`config.mk`:
```
export PLATFORM = sky130hd
export DESIGN_NAME = rom_fetch_unit
export DESIGN_NICKNAME = d
export VERILOG_FILES = /design/src/rtl/rom_fetch_pkg.sv /design/src/rtl/rom_fetch_pc.sv /design/src/rtl/rom_fetch_unit.sv
export SDC_FILE = /design/constraint.sdc
export NUM_CORES = 1
export LEC_CHECK = 0
export CORE_ASPECT_RATIO = 1.1
export CORE_MARGIN = 2
export CORE_UTILIZATION = 45
export DETAILED_ROUTE_END_ITERATION = 16
export PLACE_DENSITY = 0.92
export REMOVE_ABC_BUFFERS = 1
export SLEW_MARGIN = 15
export SYNTH_ARGS = -nofsm -noshare
export SYNTH_HDL_FRONTEND = slang
export SYNTH_SLANG_ARGS = --single-unit
export TNS_END_PERCENT = 1
```
`constraint.sdc`:
```
create_clock -name clk -period 2.55 [get_ports clk]
set_input_delay 0.3825 -clock clk [delete_from_list [all_inputs] [get_ports clk]]
set_output_delay 0.3825 -clock clk [all_outputs]
set_load 0.005 [all_outputs]
```
`src/rtl/rom_fetch_pkg.sv`:
```
// Shared types and default sizing for the ROM fetch stage.
// The ROM_FETCH_WRAP_EN macro (used by rom_fetch_unit) selects wrap versus halt at the end of the ROM.
package rom_fetch_pkg;

  typedef enum logic [1:0] {
    IDLE  = 2'd0,
    FETCH = 2'd1,
    HALT  = 2'd2
  } fetch_state_t;

  localparam int         ADDR_W_DEF      = 3;
  localparam int         DATA_W_DEF      = 8;
  localparam logic [7:0] HALT_OPCODE_DEF = 8'hFF;

  // True when addr is the last ROM location for the given width.
  function automatic logic is_last_addr(input logic [31:0] addr, input int addr_w);
    return addr == ((32'd1 << addr_w) - 32'd1);
  endfunction

endpackage

```
`src/rtl/rom_fetch_pc.sv`:
```
// Program counter for the fetch stage: clear, redirect and increment with a last-address flag.
module rom_fetch_pc
  import rom_fetch_pkg::*;
#(
  parameter int ADDR_W = ADDR_W_DEF
) (
  input  logic              clk,
  input  logic              reset,
  input  logic              clear,
  input  logic              load,
  input  logic [ADDR_W-1:0] load_addr,
  input  logic              inc,
  output logic [ADDR_W-1:0] pc,
  output logic              last
);

  // Priority: reset, restart-clear, redirect, then increment (wraps naturally).
  always_ff @(posedge clk) begin
    if (reset) begin
      pc <= '0;
    end else if (clear) begin
      pc <= '0;
    end else if (load) begin
      pc <= load_addr;
    end else if (inc) begin
      pc <= pc + 1'b1;
    end
  end

  assign last = is_last_addr(32'(pc), ADDR_W);

endmodule

```
`src/rtl/rom_fetch_unit.sv`:
```
// ROM fetch stage: drives the ROM address from the PC and hands words to decode over valid/ready.
// Define ROM_FETCH_WRAP_EN to keep fetching past the last ROM word instead of halting there.
module rom_fetch_unit
  import rom_fetch_pkg::*;
#(
  parameter int                ADDR_W      = ADDR_W_DEF,
  parameter int                DATA_W      = DATA_W_DEF,
  parameter logic [DATA_W-1:0] HALT_OPCODE = DATA_W'(HALT_OPCODE_DEF)
) (
  input  logic              clk,
  input  logic              reset,
  input  logic              start,
  input  logic              jump_en,
  input  logic [ADDR_W-1:0] jump_addr,
  output logic [ADDR_W-1:0] ROM_address,
  input  logic [DATA_W-1:0] ROM_data,
  output logic [DATA_W-1:0] instr_out,
  output logic [ADDR_W-1:0] instr_pc,
  output logic              instr_valid,
  input  logic              instr_ready,
  output logic              halted
);

  fetch_state_t      state;
  logic [ADDR_W-1:0] pc;
  logic              pc_last;
  logic              load_go;
  logic              pc_clear;
  logic              pc_jump;
  logic              end_hit;
  logic              halt_hit;

  // A jump takes priority over a load; a load needs an empty or draining output register.
  assign load_go  = (state == FETCH) && !jump_en && (!instr_valid || instr_ready);
  assign pc_clear = start && ((state == IDLE) || (state == HALT));
  assign pc_jump  = (state == FETCH) && jump_en;

`ifdef ROM_FETCH_WRAP_EN
  assign end_hit = 1'b0;
`else
  assign end_hit = pc_last;
`endif

  assign halt_hit = load_go && ((ROM_data == HALT_OPCODE) || end_hit);

  rom_fetch_pc #(
    .ADDR_W (ADDR_W)
  ) u_pc (
    .clk       (clk),
    .reset     (reset),
    .clear     (pc_clear),
    .load      (pc_jump),
    .load_addr (jump_addr),
    .inc       (load_go),
    .pc        (pc),
    .last      (pc_last)
  );

  assign ROM_address = pc;
  assign halted      = (state == HALT);

  always_ff @(posedge clk) begin
    if (reset) begin
      state       <= IDLE;
      instr_out   <= '0;
      instr_pc    <= '0;
      instr_valid <= 1'b0;
    end else begin
      unique case (state)
        IDLE: begin
          if (start) state <= FETCH;
        end
        FETCH: begin
          if (jump_en) begin
            instr_valid <= 1'b0;
          end else if (load_go) begin
            instr_out   <= ROM_data;
            instr_pc    <= pc;
            instr_valid <= 1'b1;
            if (halt_hit) state <= HALT;
          end
        end
        HALT: begin
          // The last captured word is still owed to decode before valid drops.
          if (instr_valid && instr_ready) instr_valid <= 1'b0;
          if (start) state <= FETCH;
        end
        default: state <= IDLE;
      endcase
    end
  end

endmodule
```
# Word-level counts from Yosys, hierarchy flattened
# Index checks and enable logic that the tools add are counted.
# totals
register_bits	17
output_inout_bits	16
word_cells	47
# op_classes
add_sub_neg	1
eq_ne	10
n_mux	11
bitwise	1
reduce_logical	19
# op_table
operator	count
$eq A8 B8 Y1 const B	1
$mux W2	4
$logic_and A1 B1 Y1	6
$mux W3	2
$ne A2 B2 Y1 const B	3
$reduce_and A3 Y1	2
$ne A2 B1 Y1 const B	2
$pmux W2 S2	1
$reduce_and A4 Y1	1
$reduce_bool A2 Y1	2
$reduce_or A2 Y1	2
$add A3 B1 Y3 const B	1
$eq A3 B3 Y1 const B	1
$logic_or A1 B1 Y1	3
$mux W1	3
$ne A3 B3 Y1 const B	1
$eq A2 B1 Y1 const B	1
$eq A2 B2 Y1 const B	1
$logic_not A1 Y1	2
$logic_not A2 Y1	1
$pmux W1 S2	1
$not A1 Y1	1

# Longest topological paths before layout
# logic_depth
depth_word	8
depth_mapped	5

# Modules after synthesis
# A second synthesis with hierarchy kept.
# unflattened
cells_unflattened	90
area_unflattened_um2	799.5
# modules_own_cells
mod	instances	cells_per_inst	area_each_um2
rom_fetch_unit	1	75	630.6
rom_fetch_pc	1	15	168.9

# Worst setup path after synthesis
# OpenSTA, ideal clock, no wires.
# synth_path
path_type	register -> register
start	register u_pc.pc[0]
end	register u_pc.pc[2]
setup_ns	0.070
arrival_ns	1.217
slack_ns	1.263
path_stages_with_launch	6
path_buffers	0
period_less_slack_ns	1.287
path_cell_list	dfxtp_1 -> ha_1 -> ha_1 -> nor4bb_1 -> a22oi_1 -> a21oi_1
# synth_via
elab_chain_len	3
# synth_lines
element	line	text
start, declared	rom_fetch_pc.sv:13	output logic [ADDR_W-1:0] pc,
start signal, assigned	rom_fetch_pc.sv:24	pc <= load_addr;
start signal, assigned	rom_fetch_pc.sv:26	pc <= pc + 1'b1;
$add A3 B1 Y3	rom_fetch_pc.sv:26	
$mux W3	rom_fetch_pc.sv:25	end else if (inc) begin
$mux W3	rom_fetch_pc.sv:23	end else if (load) begin
# Every way passes these cells. The select of a mux whose other input is x is not followed.
# A chain may end at the register's enable or synchronous reset.

# Final worst setup path
# layout_path
start	register state[1]
end	output port halted
# layout_via
elab_chain_len	1
# layout_lines
element	line	text
start, declared	rom_fetch_unit.sv:24	fetch_state_t state;
start signal, assigned	rom_fetch_unit.sv:64	state <= IDLE;
start signal, assigned	rom_fetch_unit.sv:71	if (start) state <= FETCH;
start signal, assigned	rom_fetch_unit.sv:80	if (halt_hit) state <= HALT;
$eq A2 B2 Y1	rom_fetch_unit.sv:60	assign halted = (state == HALT);
end, declared	rom_fetch_unit.sv:21	output logic halted
# Every way passes these cells.

==> run_results.csv <==
group,metric,value,unit
route,wl_per_cell,14.61,um
placed_design,portBuffers,31,
route,dr.pass1.iters,4,
global_routing,grtUsageTotal,0.2039,
sta,tightest_slew,672.1,ps
power,power.internal,0.3891,mW
critical_path,cp_max_fo,11,
floorplanning,die_area,2243,sq um
floorplanning,rows,16,
power,irDropWorstVdd,0.0003182,V
synth,synth-edff-count,0,
global_routing,grt_pass1_wl,3.408,mm
cells_and_area,design_area,1180,sq um
route,viasPerCell,6.064,
clock_tree,numCtsBuffers,3,
global_routing,antenna_found_initial,0,
power,p_switching,0.1440,mW
run,maxCapViolCount,0,
power,swShare,0.2702,
synth,avgSynthCellArea,9.194,sq um
critical_path,cp.required,2170,ps
route,drc_errors,0,
clock_tree,htree_num_levels,1,
sta,timing.final.crit_share,0.7517,
synth,ys.flop_type,"dfxtp_1",
critical_path,reg2reg_slack,1050,ps
global_routing,gr-total-overflow,0,
synth,yosysSeqAreaShare,0.4024,
outcome,status,"finished clean",
floorplanning,die_w,45.34,um
power,p_leak,0.4017,nW
critical_path,worstSetupEndpointType,"primary output",
synth,ys_warn_count,0,
floorplanning,initial_utilization,0.4747,
sta,finalSetupTns,0,ps
route,final_antenna_net_count,0,
clock_tree,cts_max_path_buffers,2,
clock_tree,clk_latency,300,ps
cells_and_area,layout_common_cells,"31 x clkdlybuf4s50_1, 17 x dfxtp_1, 14 x a21oi_1, 11 x nand3_1, 10 x o21ai_2",
clock_tree,path_clk_slew,100,ps
critical_path,critPathKind,"reg -> out",
cells_and_area,n_fill_cell,151,
power,clkPwrFrac,0.279,
clock_tree,cts_repair_resize_count,0,
synth,synth_cell_types,31,
sta,min_period,1917,ps
global_routing,grt_pass1_vias,762,
sta,skew,3.215,ps
clock_tree,cts_root_buf,"clkbuf_4",
synth,syn_inst,92,
placed_design,post_dp_cell_area,1152,sq um
power,pwr-share-comb,0.184,
power,p_seq_frac,0.537,
clock_tree,cts_setup_buffers,0,
sta,setup_violations,0,
placed_design,dp_hpwl,1.457,mm
placed_design,gp_congestion,0.7909,
floorplanning,core-area,1782,sq um
cells_and_area,drive_gt1_frac,0.1393,
synth,async_reset_ff_frac,0,
clock_tree,cts_tree,"built",
critical_path,critPathLaunchType,"flop",
route,drt-total-wl,2.046,mm
power,power_density,451.9,nW/um^2
sta,slew_violations,0,
sta,rsz0062_at_grt,"false",
floorplanning,ios,32,
cells_and_area,mostFrequentLayoutCell,"clkdlybuf4s50_1",
clock_tree,clock-sinks,17,
cells_and_area,final_nets,141,
synth,synth_seq_cells,17,
worst_hold_path,hold_path_class,"reg -> reg",
floorplanning,die_h,49.47,um
global_routing,grt_start_max_net_pins,17,
critical_path,worstPathArrival,1530,ps
cells_and_area,antennaDiodeCount,0,
clock_tree,postCtsHoldBufs,0,
sta,fmax,521.7,MHz
sta,max_slew_margin,0.5519,
sta,hold_viol_final,0,
cells_and_area,syn_to_final_growth,39.50,%
route,num_vias,849,
synth,synth.cell_area,845.8,sq um
route,drt_first_iter_violations,19,
[cells by family after synthesis]
kind of cell | after synthesis | synth area share
buf+inv | 7 | 0.04437
simple gates | 32 | 0.2456
compound gates | 34 | 0.2781
flops | 17 | 0.4024
fa+ha+maj | 2 | 0.02958
[critical path, cell delays in order (launching register included)]
cell and delay [ps]:
dfxtp_1 550, and2b_1 190, clkdlybuf4s50_1 490
[Yosys cell counts, drive strengths merged, types with 2 or more instances]
cell type	count	area [sq um]
clkbuf	2	7.510
o21ai	11	92.58
a21oi	14	70.07
nand2b	3	18.77
nand3	11	55.05
o211ai	2	15.01
nor2	2	7.510
nor3b	3	27.52
buf	4	26.27
a22oi	2	15.01
ha	2	25.02
and2b	2	15.01
dfxtp	17	340.3
nand4	2	12.51
nor4bb	2	20.02
[layout make-up]
type                       instances  area, sq um  share of cell area
multi-input combinational         68        467.9              0.3966
inverter                           1        3.754            0.003181
tap                               18        22.52             0.01909
timing repair buffer              32        317.8              0.2694
sequential                        17        340.3              0.2884
clock buffer                       3        22.52             0.01909
clock inverter                     1        5.005            0.004242
[per-stage QoR]
| step | utilization | std cells | hold slack (ps) | power (mW) | setup WS [ps] |
|---|---|---|---|---|---|
| 6_report | 0.6622 | 140 | 469.2 | 0.5332 | 633.2 |
| 3_3_place_gp | 0.6468 | 136 | 451.2 | 0.3866 | 621.0 |
| 4_1_cts | 0.6622 | 140 | 471.7 | 0.5313 | 657.6 |
| 3_5_place_dp | 0.6468 | 136 | 457.2 | 0.3896 | 540.0 |
| 2_1_floorplan | - | 86 | 451.6 | 0.3313 | 1180 |
| 5_1_grt | 0.6622 | 140 | 497.5 | 0.5555 | 589.5 |
[final timing paths]
path | from | endpoint | depth (start not counted)
worst min register to register | instr_pc[1] | instr_pc[1] | 2
worst max-delay path | state[1] | halted | 2
worst max register to register | instr_valid | state[0] | 3
worst min-delay path | instr_pc[1] | instr_pc[1] | 2
[registers in the layout, summed over array words and instances (netlist names)]
signal	count
instr_valid	1
state	2
u_pc.pc	3
instr_pc	3
instr_out	8
[power groups by stage]
| stage | logic, mW | registers, mW | clock network [mW] |
|---|---|---|---|
| 6_report | 0.0981 | 0.286 | 0.149 |
| 5_1_grt | 0.107 | 0.289 | 0.160 |
| 4_1_cts | 0.0984 | 0.286 | 0.147 |
| 3_5_place_dp | 0.0975 | 0.292 | 0 |
| 3_3_place_gp | 0.0954 | 0.291 | 0 |
| 2_1_floorplan | 0.0402 | 0.291 | 0 |
[layer usage]
layer,global-route usage,wire [um],up-vias
met5,0,0,-
met4,0.08333,32,0
met3,0.05495,139,5
met2,0.3262,976,32
met1,0.2523,898,396
li1,-,-,416
No activity file was read; power rests on OpenSTA's default activity.
==> RTL change 1, RTL diff (same flow settings) <==
Reset style: asynchronous (`reset`), changed in 2 clocked blocks.
--- a/src/rtl/rom_fetch_pc.sv
+++ b/src/rtl/rom_fetch_pc.sv
@@ -16,5 +16,5 @@
 
   // Priority: reset, restart-clear, redirect, then increment (wraps naturally).
-  always_ff @(posedge clk) begin
+  always_ff @(posedge clk or posedge reset) begin
     if (reset) begin
       pc <= '0;
--- a/src/rtl/rom_fetch_unit.sv
+++ b/src/rtl/rom_fetch_unit.sv
@@ -60,5 +60,5 @@
   assign halted      = (state == HALT);
 
-  always_ff @(posedge clk) begin
+  always_ff @(posedge clk or posedge reset) begin
     if (reset) begin
       state       <= IDLE;
Function: differs if reset is asserted again (counterexample within 4 cycles, from zero or initial values and one cycle with reset high); with reset held inactive, the same outputs for 10 cycles.
==> RTL change 1 against the original RTL <==
Clock skew increased by 3.0 ps; synthesized cell count decreased by 7.6%; die area decreased by 7.2%; wire length decreased by 12%; final area decreased by 4.7%; sequential cell count unchanged; global-route usage decreased by 1.5 points; worst hold slack improved by 1.8 ps; synthesized area decreased by 7.8%; worst setup slack improved by 17 ps; via count decreased by 18%.
Power is not compared: it rests on default switching activity, and its combinational part moved more than twofold at a synthesized area within 25%.
==> RTL change 1: results (changes against the original RTL) <==
[clocking]
cts_buffer_depth=2  ; unchanged
htreeDepth=1  ; unchanged
clk_pin_slew_ps=100  ; about the same
clock-root-buffer=clkbuf_4
insertion_delay_ps=280  ; -20 ps
cts_resized=0  ; unchanged
cts_setup_buffers=0  ; unchanged
cts_made_buffers=3  ; unchanged

[cells_and_area]
nets=137  ; -2.8%
layout-drive-gt1-share=0.0424  ; -0.0970
fill_cells=117  ; -23%
top_regs=instr_out (8), instr_pc (3), u_pc.pc (3)

[global_routing]
grt_max_degree=18  ; +1
grt_antenna_before_repair=0  ; unchanged
grt_usage=0.189  ; -0.0147
grt_pass1_wl_mm=2.85  ; -16%
grt_pass1_vias=680  ; -11%

[synthesis]
synth_xor_area_frac=0.0112  ; +0.0112
synth_common_cells=nand2_1 (37), dfrtp_1 (17), o21ai_0 (5)
synth_fa_ha_area_frac=0.0321  ; +0.00252
synthTopCellsByArea=dfrtp_1 (55%), nand2_1 (18%), ha_1 (3.2%), o21ai_0 (3.2%), nor2b_1 (2.4%)
async_flop_share=1.00  ; +1.00
synth_ff_type=dfrtp_1
synthCells=85  ; -7.6%
synth_warnings=0  ; unchanged
yosysSeqAreaShare=0.546  ; +0.143
yosysUniqueCellTypes=22  ; -29%
synth_compound_area_frac=0.0835  ; -0.195
synth_edf_count=0  ; unchanged
muxShareOfSynthArea=0  ; unchanged
synth_top_family_by_area=simple AND/OR/NAND/NOR gates

[setup_path]
cp_max_fo=5  ; -6
crit_family=buffers and inverters
max_stage_delay_ps=490  ; -60 ps
arrival_ps=1520
slowest_stage=clkdlybuf4s50_1

[placement]
place_congestion=0.773  ; -2.3%
dp_hpwl_mm=1.42  ; -2.6%
post-place-ws_ps=606  ; +66.5 ps
dpl_cell_area_um2=1100  ; -4.7%
dp.cells=131  ; -3.7%
portBuffers=31  ; unchanged

[power]
p_leak_nw=0.528
vdd_drop_max_mv=0.494

[drt]
route.vias.total=694  ; -18%
drt-initial-drc-count=12  ; -7
first_pass_iters=4  ; unchanged
wl_per_cell_um=13.3  ; -8.9%
postRouteWirelength_mm=1.80  ; -12%

[hold_path]
worst_hold_path_type=in2async

[sta]
clock-skew-final_ps=6.24  ; +3.02 ps
max_slew_margin=0.584  ; +0.0325

[run_status]
status=finished, final reports clean

==> RTL change 1: cell types whose count changed in the layout (fill, tap and decap cells not counted), moves of 2 or more <==
cell	change
nand2_1	+36
dfrtp_1	+17
dfxtp_1	-17
a21oi_1	-13
nand3_1	-11
o21ai_2	-10
o21ai_0	+4
nor2b_1	+3
nor3b_1	-2
nor4bb_1	-2
o211ai_1	-2
==> RTL change 1: report_power, final <==
part / internal, mW / switching [mW] / leakage, nW
combinational: 0.305 / 0.213 / 0.303
sequential: 0.387 / 0.0899 / 0.209
clock: 0.0606 / 0.0774 / 0.0150
total: 0.753 / 0.380 / 0.528
==> RTL change 1: layer usage <==
metal	wire length, um	global-route usage	vias to the layer above
met1	703	0.216	320
met5	0	0	-
met4	34	0.0848	0
li1	-	-	342
met3	147	0.0491	4
met2	911	0.338	28
==> RTL change 1: path summary, 6_finish.rpt <==
check                                   from      endpoint  slack [ps]  depth (start not counted)
worst min register to register  instr_out[5]  instr_out[5]         490                          2
worst max-delay path                state[0]        halted         650                          3
worst max register to register   instr_valid      state[0]         990                          4
max in group asynchronous              reset    u_pc.pc[1]        1680                          2
min in group clk                instr_out[5]  instr_out[5]         490                          2
worst min-delay path                   reset   instr_pc[1]         470                          2
==> RTL change 1: cell type report <==
class / count / area [um2] / area share
sequential: 17 / 425 / 0.378
clock buffer: 4 / 26.3 / 0.0234
inverter: 2 / 7.51 / 0.00667
multi-input combinational: 64 / 334 / 0.297
timing repair buffer: 31 / 310 / 0.276
tap: 17 / 21.3 / 0.0189
==> RTL change 1: cells by family after synthesis <==
| logic type | after synthesis |
|---|---|
| DFF | 17 |
| and+or+nand+nor | 51 |
| xor gates and xnor gates | 1 |
| AOI/OAI and AO/OA | 10 |
| buffers and inverters | 4 |
| adders and majority gates | 2 |
==> RTL change 2, RTL diff (same flow settings) <==
Without the edit above. Build with the macro `ROM_FETCH_WRAP_EN` defined.
--- a/src/rtl/rom_fetch_unit.sv
+++ b/src/rtl/rom_fetch_unit.sv
@@ -1,4 +1,6 @@
 // ROM fetch stage: drives the ROM address from the PC and hands words to decode over valid/ready.
 // Define ROM_FETCH_WRAP_EN to keep fetching past the last ROM word instead of halting there.
+`define ROM_FETCH_WRAP_EN
+
 module rom_fetch_unit
   import rom_fetch_pkg::*;
Function: changed (a bounded check fails within 4 cycles, from zero or initial values and one cycle with reset high).
==> RTL change 2 against the original RTL <==
Critical path depth is the same; sequential cell count unchanged; first-iteration DRC count decreased by 11%; maximum frequency is 6.7% higher; via count down 13%; final area down 10%; critical path type unchanged; wire length shrank 8.5%; worst setup slack better by 120 ps; power is 0.71% higher; synthesized area down 15%.
==> RTL change 2: results (changes against the original RTL) <==
[run_status]
status=finished, final reports clean

[drt]
top_layer=met4
wl_met1_um=746  ; -17%
postRouteWirelength_mm=1.87  ; -8.5%
first_pass_iters=4  ; unchanged
route.vias.total=738  ; -13%
viasPerCell=5.51  ; -9.2%
wl_met3_um=80  ; -42%
drt-initial-drc-count=17  ; -2
met2_length_mm=1.02  ; +4.0%

[setup_path]
critPathLaunch=state[1]
cp_max_fo=6  ; -5
max_stage_delay_ps=490  ; -60 ps
slowest_stage=clkdlybuf4s50_1
r2r-start=state[0]
arrival_ps=1410  ; -120 ps

[job]
cap_violations=0  ; unchanged

[clocking]
cts_made_buffers=3  ; unchanged
clk_pin_slew_ps=100  ; about the same
clock-root-buffer=clkbuf_4
cts_buffer_depth=2  ; unchanged
cts_resized=0  ; unchanged
cts_setup_buffers=0  ; unchanged
insertion_delay_ps=290

[synthesis]
synth_compound_area_frac=0.167  ; -0.111
synth_fa_ha_area_frac=0.0174  ; -0.0122
synth_warnings=0  ; unchanged
synth_top_area_share=0.474  ; +0.0715
synth_common_cells=nand2_1 (24), dfxtp_1 (17), a21oi_1 (13)
yosysSeqAreaShare=0.474  ; +0.0715
synth_xor_area_frac=0.0122  ; +0.0122
yosysUniqueCellTypes=26  ; -16%
syn_area_per_cell_um2=8.35  ; -9.2%
async_flop_share=0  ; unchanged
muxShareOfSynthArea=0  ; unchanged
synthTopCellsByArea=dfxtp_1 (47%), nand2_1 (13%), a21oi_1 (9.1%), nand3b_4 (2.8%), nand3_1 (2.1%)

[global_routing]
grt_pass1_vias=706  ; -7.3%
grt_use_met3=0.0317  ; -0.0232
grt_antenna_before_repair=0  ; unchanged
grt_pass1_wl_mm=2.89  ; -15%
use_met2=0.381  ; +0.0551
grt_usage=0.203  ; -0.000730
grt_max_degree=16  ; -1
gr-usage-met1=0.210  ; -0.0421

[placement]
portBuffers=31  ; unchanged
dp.cells=130  ; -4.4%
place_congestion=0.765  ; -3.3%
dp_hpwl_mm=1.42  ; -2.4%

[power]
p_leak_nw=0.391  ; -2.6%
vdd_drop_max_mv=0.314  ; -1.3%

[cells_and_area]
antenna_cells=0  ; unchanged
top_regs=instr_out (8), instr_pc (3), u_pc.pc (3)
fill_cells=126  ; -17%
nets=135  ; -4.3%
layout-drive-gt1-share=0.0513  ; -0.0881

[hold_path]
worst_hold_path_type=reg2reg
hold_start=instr_out[4]

[sta]
max_slew_margin=0.629  ; +0.0774
clock-skew-final_ps=0.412  ; -2.80 ps
slew_viol_final=0  ; unchanged

RTL change 2: cell count changes after synthesis, sizes merged, moves of 3 or more:
cell   change
nand2     +23
nand3      -8
nor3b      -3
o21ai     -10
RTL change 2: kinds of logic after synthesis:
kind of cell	count (synthesis)
buf+inv	7
simple gates	40
fa+ha+maj	1
flops	17
xor+xnor	1
compound gates	20
RTL change 2: where the power goes:
group          internal [mW]  switching [mW]
registers              0.279          0.0107
clock network         0.0584          0.0855
logic                 0.0592          0.0443
total                  0.396           0.140
RTL change 2: final timing paths:
kind | cells past startpoint | slack (ps) | end
hold / removal | 2 | 460 | instr_out[4]
hold reg to reg | 2 | 460 | instr_out[4]
setup reg to reg | 4 | 900 | u_pc.pc[2]
setup / recovery | 2 | 750 | halted
RTL change 2: area by class of cell:
| class | instances | area share |
|---|---|---|
| clock inverters | 1 | 0.00472 |
| inverters | 3 | 0.0106 |
| repair buffers | 31 | 0.293 |
| flip-flops and latches | 17 | 0.321 |
| multi-input cells | 62 | 0.329 |
| well taps | 17 | 0.0201 |
| clock buffers | 3 | 0.0213 |
RTL change 2: through the flow:
| stage | area (um2) | power (mW) | utilization | worst slack (ps) | hold slack, ps |
|---|---|---|---|---|---|
| final | 1060 | 0.537 | 0.689 | 754 | 464 |
| after global routing | 1060 | 0.558 | 0.689 | 661 | 483 |
| after CTS | 1060 | 0.540 | 0.689 | 736 | 468 |
| after detailed placement | 1030 | 0.399 | 0.671 | 528 | 454 |
| after global placement | 1030 | 0.393 | 0.671 | 580 | 447 |
| after floorplan | 701 | 0.336 | - | 1100 | 447 |
RTL change 2: critical path, delay by kind of cell (launching register included):
| family | cells | cell delay, ps |
|---|---|---|
| flops | 1 | 480 |
| simple gates | 1 | 160 |
| buf+inv | 1 | 490 |
